<file path="src/rtl/vram_arbiter.sv">
// VRAM port scheduler: display fetch owns seq 0-1, two FIFO-fed CPU write slots per character.
// Build option VRAM_COALESCE_EN merges a push into the newest queued entry with the same address.
module vram_arbiter #(
  parameter int FIFO_DEPTH = 4,
  parameter int ADDR_W     = 15,
  parameter int DATA_W     = 8
) (
  input  logic              pixClock,
  input  logic              reset,
  input  logic [2:0]        seq,
  input  logic              fetchEn,
  input  logic [ADDR_W-1:0] fetchAddr,
  output logic [DATA_W-1:0] fetchData,
  output logic              fetchValid,
  input  logic              wrReq,
  input  logic [ADDR_W-1:0] wrAddr,
  input  logic [DATA_W-1:0] wrData,
  output logic              wrFull,
  output logic              ovfFlag,
  output logic [ADDR_W-1:0] vramAddr,
  output logic [DATA_W-1:0] vramDataOut,
  output logic              vramDataOE,
  input  logic [DATA_W-1:0] vramDataIn,
  output logic              nvramWE,
  output logic              nvramOE,
  output logic [2:0]        dbgState
);

  localparam int PW = $clog2(FIFO_DEPTH);

  typedef enum logic [2:0] {
    IDLE    = 3'd0,
    FETCH   = 3'd1,
    TURN    = 3'd2,
    WSETUP  = 3'd3,
    WSTROBE = 3'd4,
    WHOLD   = 3'd5
  } state_t;

  state_t            state, stateNext;
  logic [ADDR_W-1:0] memAddr [FIFO_DEPTH];
  logic [DATA_W-1:0] memData [FIFO_DEPTH];
  logic [PW-1:0]     rdPtr, wrPtr;
  logic [PW:0]       level, levelNext;
  logic              fetchEnQ;
  logic [ADDR_W-1:0] fetchAddrQ;
  logic              slotValid, slotValidNext;
  logic [2:0]        nextSeq;
  logic              fetchActive, doPop, doPush, doMerge;

`ifdef VRAM_COALESCE_EN
  logic [PW-1:0]     newestIdx;
  assign newestIdx = wrPtr - PW'(1);
`endif

  assign dbgState = state;

  // Write handshake: wrReq is valid, !wrFull is ready; a push is taken on any edge with both high.
  // Outputs are registered, so everything is decoded for the seq value of the coming cycle.
  always_comb begin
    nextSeq     = seq + 3'd1;
    fetchActive = (seq == 3'd7) ? fetchEn : fetchEnQ;
    doPop       = ((nextSeq == 3'd3) || (nextSeq == 3'd6)) && (level != '0);
`ifdef VRAM_COALESCE_EN
    doMerge     = wrReq && (level != '0) && (memAddr[newestIdx] == wrAddr) &&
                  !(doPop && (level == (PW+1)'(1)));
`else
    doMerge     = 1'b0;
`endif
    doPush      = wrReq && !wrFull && !doMerge;
    levelNext   = level + (PW+1)'(doPush) - (PW+1)'(doPop);

    stateNext     = IDLE;
    slotValidNext = 1'b0;
    case (nextSeq)
      3'd0: begin
        // Display fetch wins seq 0; slot B's hold only appears when the display is blanked.
        if (fetchActive) begin
          stateNext = FETCH;
        end else if (slotValid) begin
          stateNext     = WHOLD;
          slotValidNext = 1'b1;
        end
      end
      3'd1: stateNext = fetchActive ? FETCH : TURN;
      3'd2: stateNext = TURN;
      3'd3, 3'd6: begin
        if (doPop) begin
          stateNext     = WSETUP;
          slotValidNext = 1'b1;
        end
      end
      3'd4, 3'd7: begin
        if (slotValid) begin
          stateNext     = WSTROBE;
          slotValidNext = 1'b1;
        end
      end
      3'd5: begin
        if (slotValid) begin
          stateNext     = WHOLD;
          slotValidNext = 1'b1;
        end
      end
      default: stateNext = IDLE;
    endcase
  end

  always_ff @(posedge pixClock) begin
    if (reset) begin
      state       <= IDLE;
      slotValid   <= 1'b0;
      vramAddr    <= '0;
      vramDataOut <= '0;
      vramDataOE  <= 1'b0;
      nvramWE     <= 1'b1;
      nvramOE     <= 1'b1;
      fetchData   <= '0;
      fetchValid  <= 1'b0;
      fetchEnQ    <= 1'b0;
      fetchAddrQ  <= '0;
      rdPtr       <= '0;
      wrPtr       <= '0;
      level       <= '0;
      wrFull      <= 1'b0;
      ovfFlag     <= 1'b0;
    end else begin
      state     <= stateNext;
      slotValid <= slotValidNext;

      if (seq == 3'd7) begin
        fetchEnQ   <= fetchEn;
        fetchAddrQ <= fetchAddr;
      end

      fetchValid <= (state == FETCH) && (seq == 3'd1);
      if ((state == FETCH) && (seq == 3'd1)) begin
        fetchData <= vramDataIn;
      end

      nvramOE    <= (stateNext != FETCH);
      nvramWE    <= (stateNext != WSTROBE);
      vramDataOE <= (stateNext == WSETUP) || (stateNext == WSTROBE) || (stateNext == WHOLD);

      if (stateNext == FETCH) begin
        vramAddr <= (seq == 3'd7) ? fetchAddr : fetchAddrQ;
      end else if (stateNext == WSETUP) begin
        vramAddr    <= memAddr[rdPtr];
        vramDataOut <= memData[rdPtr];
      end

      if (doPop) begin
        rdPtr <= rdPtr + PW'(1);
      end
      if (doPush) begin
        wrPtr <= wrPtr + PW'(1);
      end
      level  <= levelNext;
      wrFull <= (levelNext == (PW+1)'(FIFO_DEPTH));
      if (wrReq && wrFull && !doMerge) begin
        ovfFlag <= 1'b1;
      end
    end
  end

  // Queue storage carries no reset; only the pointers define which entries are live.
  always_ff @(posedge pixClock) begin
    if (!reset) begin
      if (doPush) begin
        memAddr[wrPtr] <= wrAddr;
        memData[wrPtr] <= wrData;
      end
`ifdef VRAM_COALESCE_EN
      else if (doMerge) begin
        memData[newestIdx] <= wrData;
      end
`endif
    end
  end

endmodule

</file>
<file path="config.mk">
export PLATFORM = sky130hd
export DESIGN_NAME = vram_arbiter
export DESIGN_NICKNAME = d
export VERILOG_FILES = /design/src/rtl/vram_arbiter.sv
export SDC_FILE = /design/constraint.sdc
export NUM_CORES = 1
export LEC_CHECK = 0
export CAP_MARGIN = 10
export CORE_AREA = 5 5 114 116
export CTS_CLUSTER_SIZE = 40
export DETAILED_ROUTE_END_ITERATION = 8
export DIE_AREA = 0 0 119 121
export PLACE_DENSITY_LB_ADDON = 0.12
export SLEW_MARGIN = 20
export SYNTH_ARGS = -nofsm -noshare
export SYNTH_HDL_FRONTEND = slang
export SYNTH_SLANG_ARGS = --single-unit
</file>
<file path="constraint.sdc">
create_clock -name pixClock -period 4.1 [get_ports pixClock]
set_clock_uncertainty 0.2 [all_clocks]
set_input_delay 0.82 -clock pixClock [delete_from_list [all_inputs] [get_ports pixClock]]
set_output_delay 0.82 -clock pixClock [all_outputs]
set_load 0.03 [all_outputs]
</file>
==> summary.md <==
| Metric | Value |
|---|---|
| Status | `finished, final reports clean` |
| Ys async rst share | `0` |
| Pint | `0.00325 W` |
| Gate power share | `0.185` |
| Setup TNS | `0 ns` |
| Leakage power | `2.66 nW` |
| Antenna-violating nets left | `0` |
| Syn Nets | `455` |
| # Post-CTS Setup Buffers | `0` |
| Top post-synthesis cells by area | `edfxtp_1 (45%), dfxtp_1 (22%), mux4_2 (8.5%)` |
| Post-synthesis instance area | `6100 um^2` |
| Clock sinks | `158` |
| Die span in y | `121 um` |
| Full die area | `14400 um^2` |
| Drt drc | `0` |
| IO Pins | `93` |
| Final Critical Period | `3.46 ns` |
| Req. time, crit path | `4.18 ns` |
| Switch share | `0.261` |
| GRT overflow | `0` |
| Final Hold Viols | `0` |
| Area Growth Syn to Fin | `27.4%` |
| Routed len/inst | `17.9 um` |
| Ant. Diodes | `0` |
| Yosys reg bits | `158` |
| Skew-Pair Late Insertion Delay | `0.42 ns` |
| Root Buffer | `clkbuf_16` |
| Core area | `11800 um^2` |
| Area of the multi-input gates | `1850 um^2` |
| Initial antenna violation count | `0` |
| Routed Wire Length | `11.7 mm` |
| Total Power | `0.00439 W` |
| Final period util | `0.843` |
| Post-synth EDFFs | `92` |
| FF-to-FF path depth | `10` |
| Layout cells sized above 1 | `0.185` |
| Gr usage total | `0.175` |
| Chip width | `119 um` |
| Relative slew slack | `0.502` |
| Crit path capture type | `register` |
| Max_cap viols | `0` |
| Critical path's slowest cell | `clkdlybuf4s50_1` |
| RSZ-0062 raised after global routing | `false` |
| Power density cells | `565 nW/um^2` |
| Via count | `3484` |
| Critical-path cell list | `clkdlybuf4s50_1 -> and2_1 -> ha_1 -> and3b_1 -> o21ai_4 -> inv_4 -> ha_1 -> inv_1 -> ha_1 -> fa_1 -> xnor2_1 -> xnor2_1 -> nor4_1` |
| Reg2reg setup slack | `1.54 ns` |
| Dpl hpwl | `7.56 mm` |
| Ys Warns | `0` |
| Clk slew on worst S/H paths | `0.06 ns` |
| Max Fclk | `289 MHz` |
| Most numerous cell in the Yosys netlist | `edfxtp_1` |
| Worst Hold Class | `register to register` |
| Number of buffers on the longest clock path | `2` |
| Setup violators final | `0` |
| Final slew viol count | `0` |
| Psw | `0.00114 W` |
| Num rows | `40` |
| CTS buffer count | `17` |
| Startpoint types | `input port` |
| Worst Path Arrival | `3.53 ns` |
| Synth area leader | `edfxtp_1` |
| Register area share after synthesis | `0.670` |
| Part of the power in registers | `0.443` |
| Nets@finish | `555` |
| Critical path class | `input port to register` |
| CP peak stage delay | `0.42 ns` |
| Largest net degree at the start of global routing | `37` |
| Htree depth | `4` |
| DRT iter0 DRCs | `186` |
| Post-synthesis cell count | `394` |
| RD Place Congestion | `0.755` |
| Most used cell, CP | `ha_1` |
| Clk pwr share | `0.372` |
| Reg-to-Reg End | `wrFull` |
| Filler cell count | `874` |
| CTS resizes | `0` |
| Initial Util | `0.516` |
| Detailed Routing Iterations Pass 1 | `4` |
| Worst-margin pin slew | `0.745 ns` |
| CTS tree | `yes` |
| Post-synth top area share | `0.453` |
| Via density | `5.33` |
| Synth unique cells | `45` |
| FF/Latch Area | `4090 um^2` |
| Worst Path Max Fanout | `6` |
| Launch point of the worst reg-to-reg path | `level[1]` |
| Vias in the first global route | `3552` |
| Commonest cells in the netlist | `edfxtp_1 (92), dfxtp_1 (66), nor2_1 (32)` |
| Hold Buf Count CTS | `0` |
| Worst VDD drop | `0.354 mV` |
| Prevailing post-synth register cell | `edfxtp_1` |
| Critical Path Source | `seq[1]` |
| Setup crit end | `wrFull` |
| Mapped Avg Cell Area | `15.5 um^2` |
| Port-buffer cells | `92` |
| First-pass GRT wire length | `19.3 mm` |
worst max-delay path, delay by kind of cell:
kind                       cells  cell delay (ns)
AOI/OAI and AO/OA              1             0.17
xor gates and xnor gates       2             0.34
buffers and inverters          3             0.50
adders and majority gates      4             1.21
and+or+nand+nor                3             0.49
layer usage:
layer  global-route usage  vias up  routed length [um]
li1                     -     1667                   -
met1                0.234     1709                5470
met2                0.264       95                5410
met3               0.0601       13                 693
met4               0.0673        0                 160
met5                    0        -                   0
how the worst min path moves through the flow:
stage | end | startpoint | cells after the start | slack, ns
global route | vramDataOut[1] | vramDataOut[1] | 2 | 0.28
detailed placement | vramDataOut[5] | vramDataOut[5] | 2 | 0.25
CTS | vramDataOut[5] | vramDataOut[5] | 2 | 0.25
floorplan | fetchAddrQ[0] | fetchAddrQ[0] | 2 | 0.26
global placement | vramDataOut[5] | vramDataOut[5] | 2 | 0.25
finish | vramDataOut[5] | vramDataOut[5] | 2 | 0.25
cell families after synthesis:
kind of cell	after synthesis	synth area share
adder cells (fa/ha/maj)	8	0.0176
multiplexers	48	0.127
AO/OA/AOI/OAI	50	0.0659
XOR/XNOR	6	0.0111
buffers and inverters	30	0.0273
AND/OR/NAND/NOR	94	0.0813
flip-flops	158	0.670
flip-flops by register name (all words and copies together) (netlist names), 2 cells and up, named ones only:
signal,count
wrPtr,2
memData,32
rdPtr,2
vramDataOut,8
fetchAddrQ,15
dbgState,3
memAddr,60
vramAddr,15
level,3
fetchData,8
layout by cell type, fill, tap and decap left out, drive strengths merged, types with 2 or more instances in the layout:
cell           instances
clkbuf                17
o21bai                12
nand4                  3
a2bb2oi                2
dfxtp                 66
nor4b                  2
o22ai                  2
inv                    9
bufinv                 4
clkdlybuf4s50         91
o211ai                 4
mux2                   2
nand3                  5
a21oi                 17
xnor2                  5
nor2b                  5
nand2b                 2
mux4                  23
mux2i                 23
nor2                  32
clkinvlp               5
edfxtp                92
clkinv                 5
o21ai                  2
a211oi                 9
nand2                 23
ha                     7
buf                   12
and2                   5
nor3                  12
power groups by stage:
stage                     combinational [W]  clock, W  sequential, W
after floorplan                    0.000476         0        0.00203
after global placement             0.000796         0        0.00197
after detailed placement           0.000819         0        0.00198
after CTS                          0.000824   0.00166        0.00195
after global routing               0.000887   0.00174        0.00197
final                              0.000812   0.00163        0.00194
through the flow:
stage               std cells  instance area [um^2]  setup slack [ns]  hold WS, ns   util
CTS                       654                  7760             0.651        0.255  0.657
global route              654                  7770             0.476        0.279  0.658
global placement          622                  7150             0.309        0.245  0.605
floorplan                 394                  6100             0.352        0.256      -
finish                    654                  7770             0.644        0.253  0.658
detailed placement        622                  7150             0.207        0.246  0.605
cell type report:
type / instances / area share
Inverter: 8 / 0.00419
Clock inverter: 15 / 0.0250
Sequential cell: 158 / 0.526
Timing Repair Buffer: 103 / 0.129
Multi-Input combinational cell: 206 / 0.238
Clock buffer: 17 / 0.0548
Tap cell: 147 / 0.0237
(Power assumes the default switching activity.)
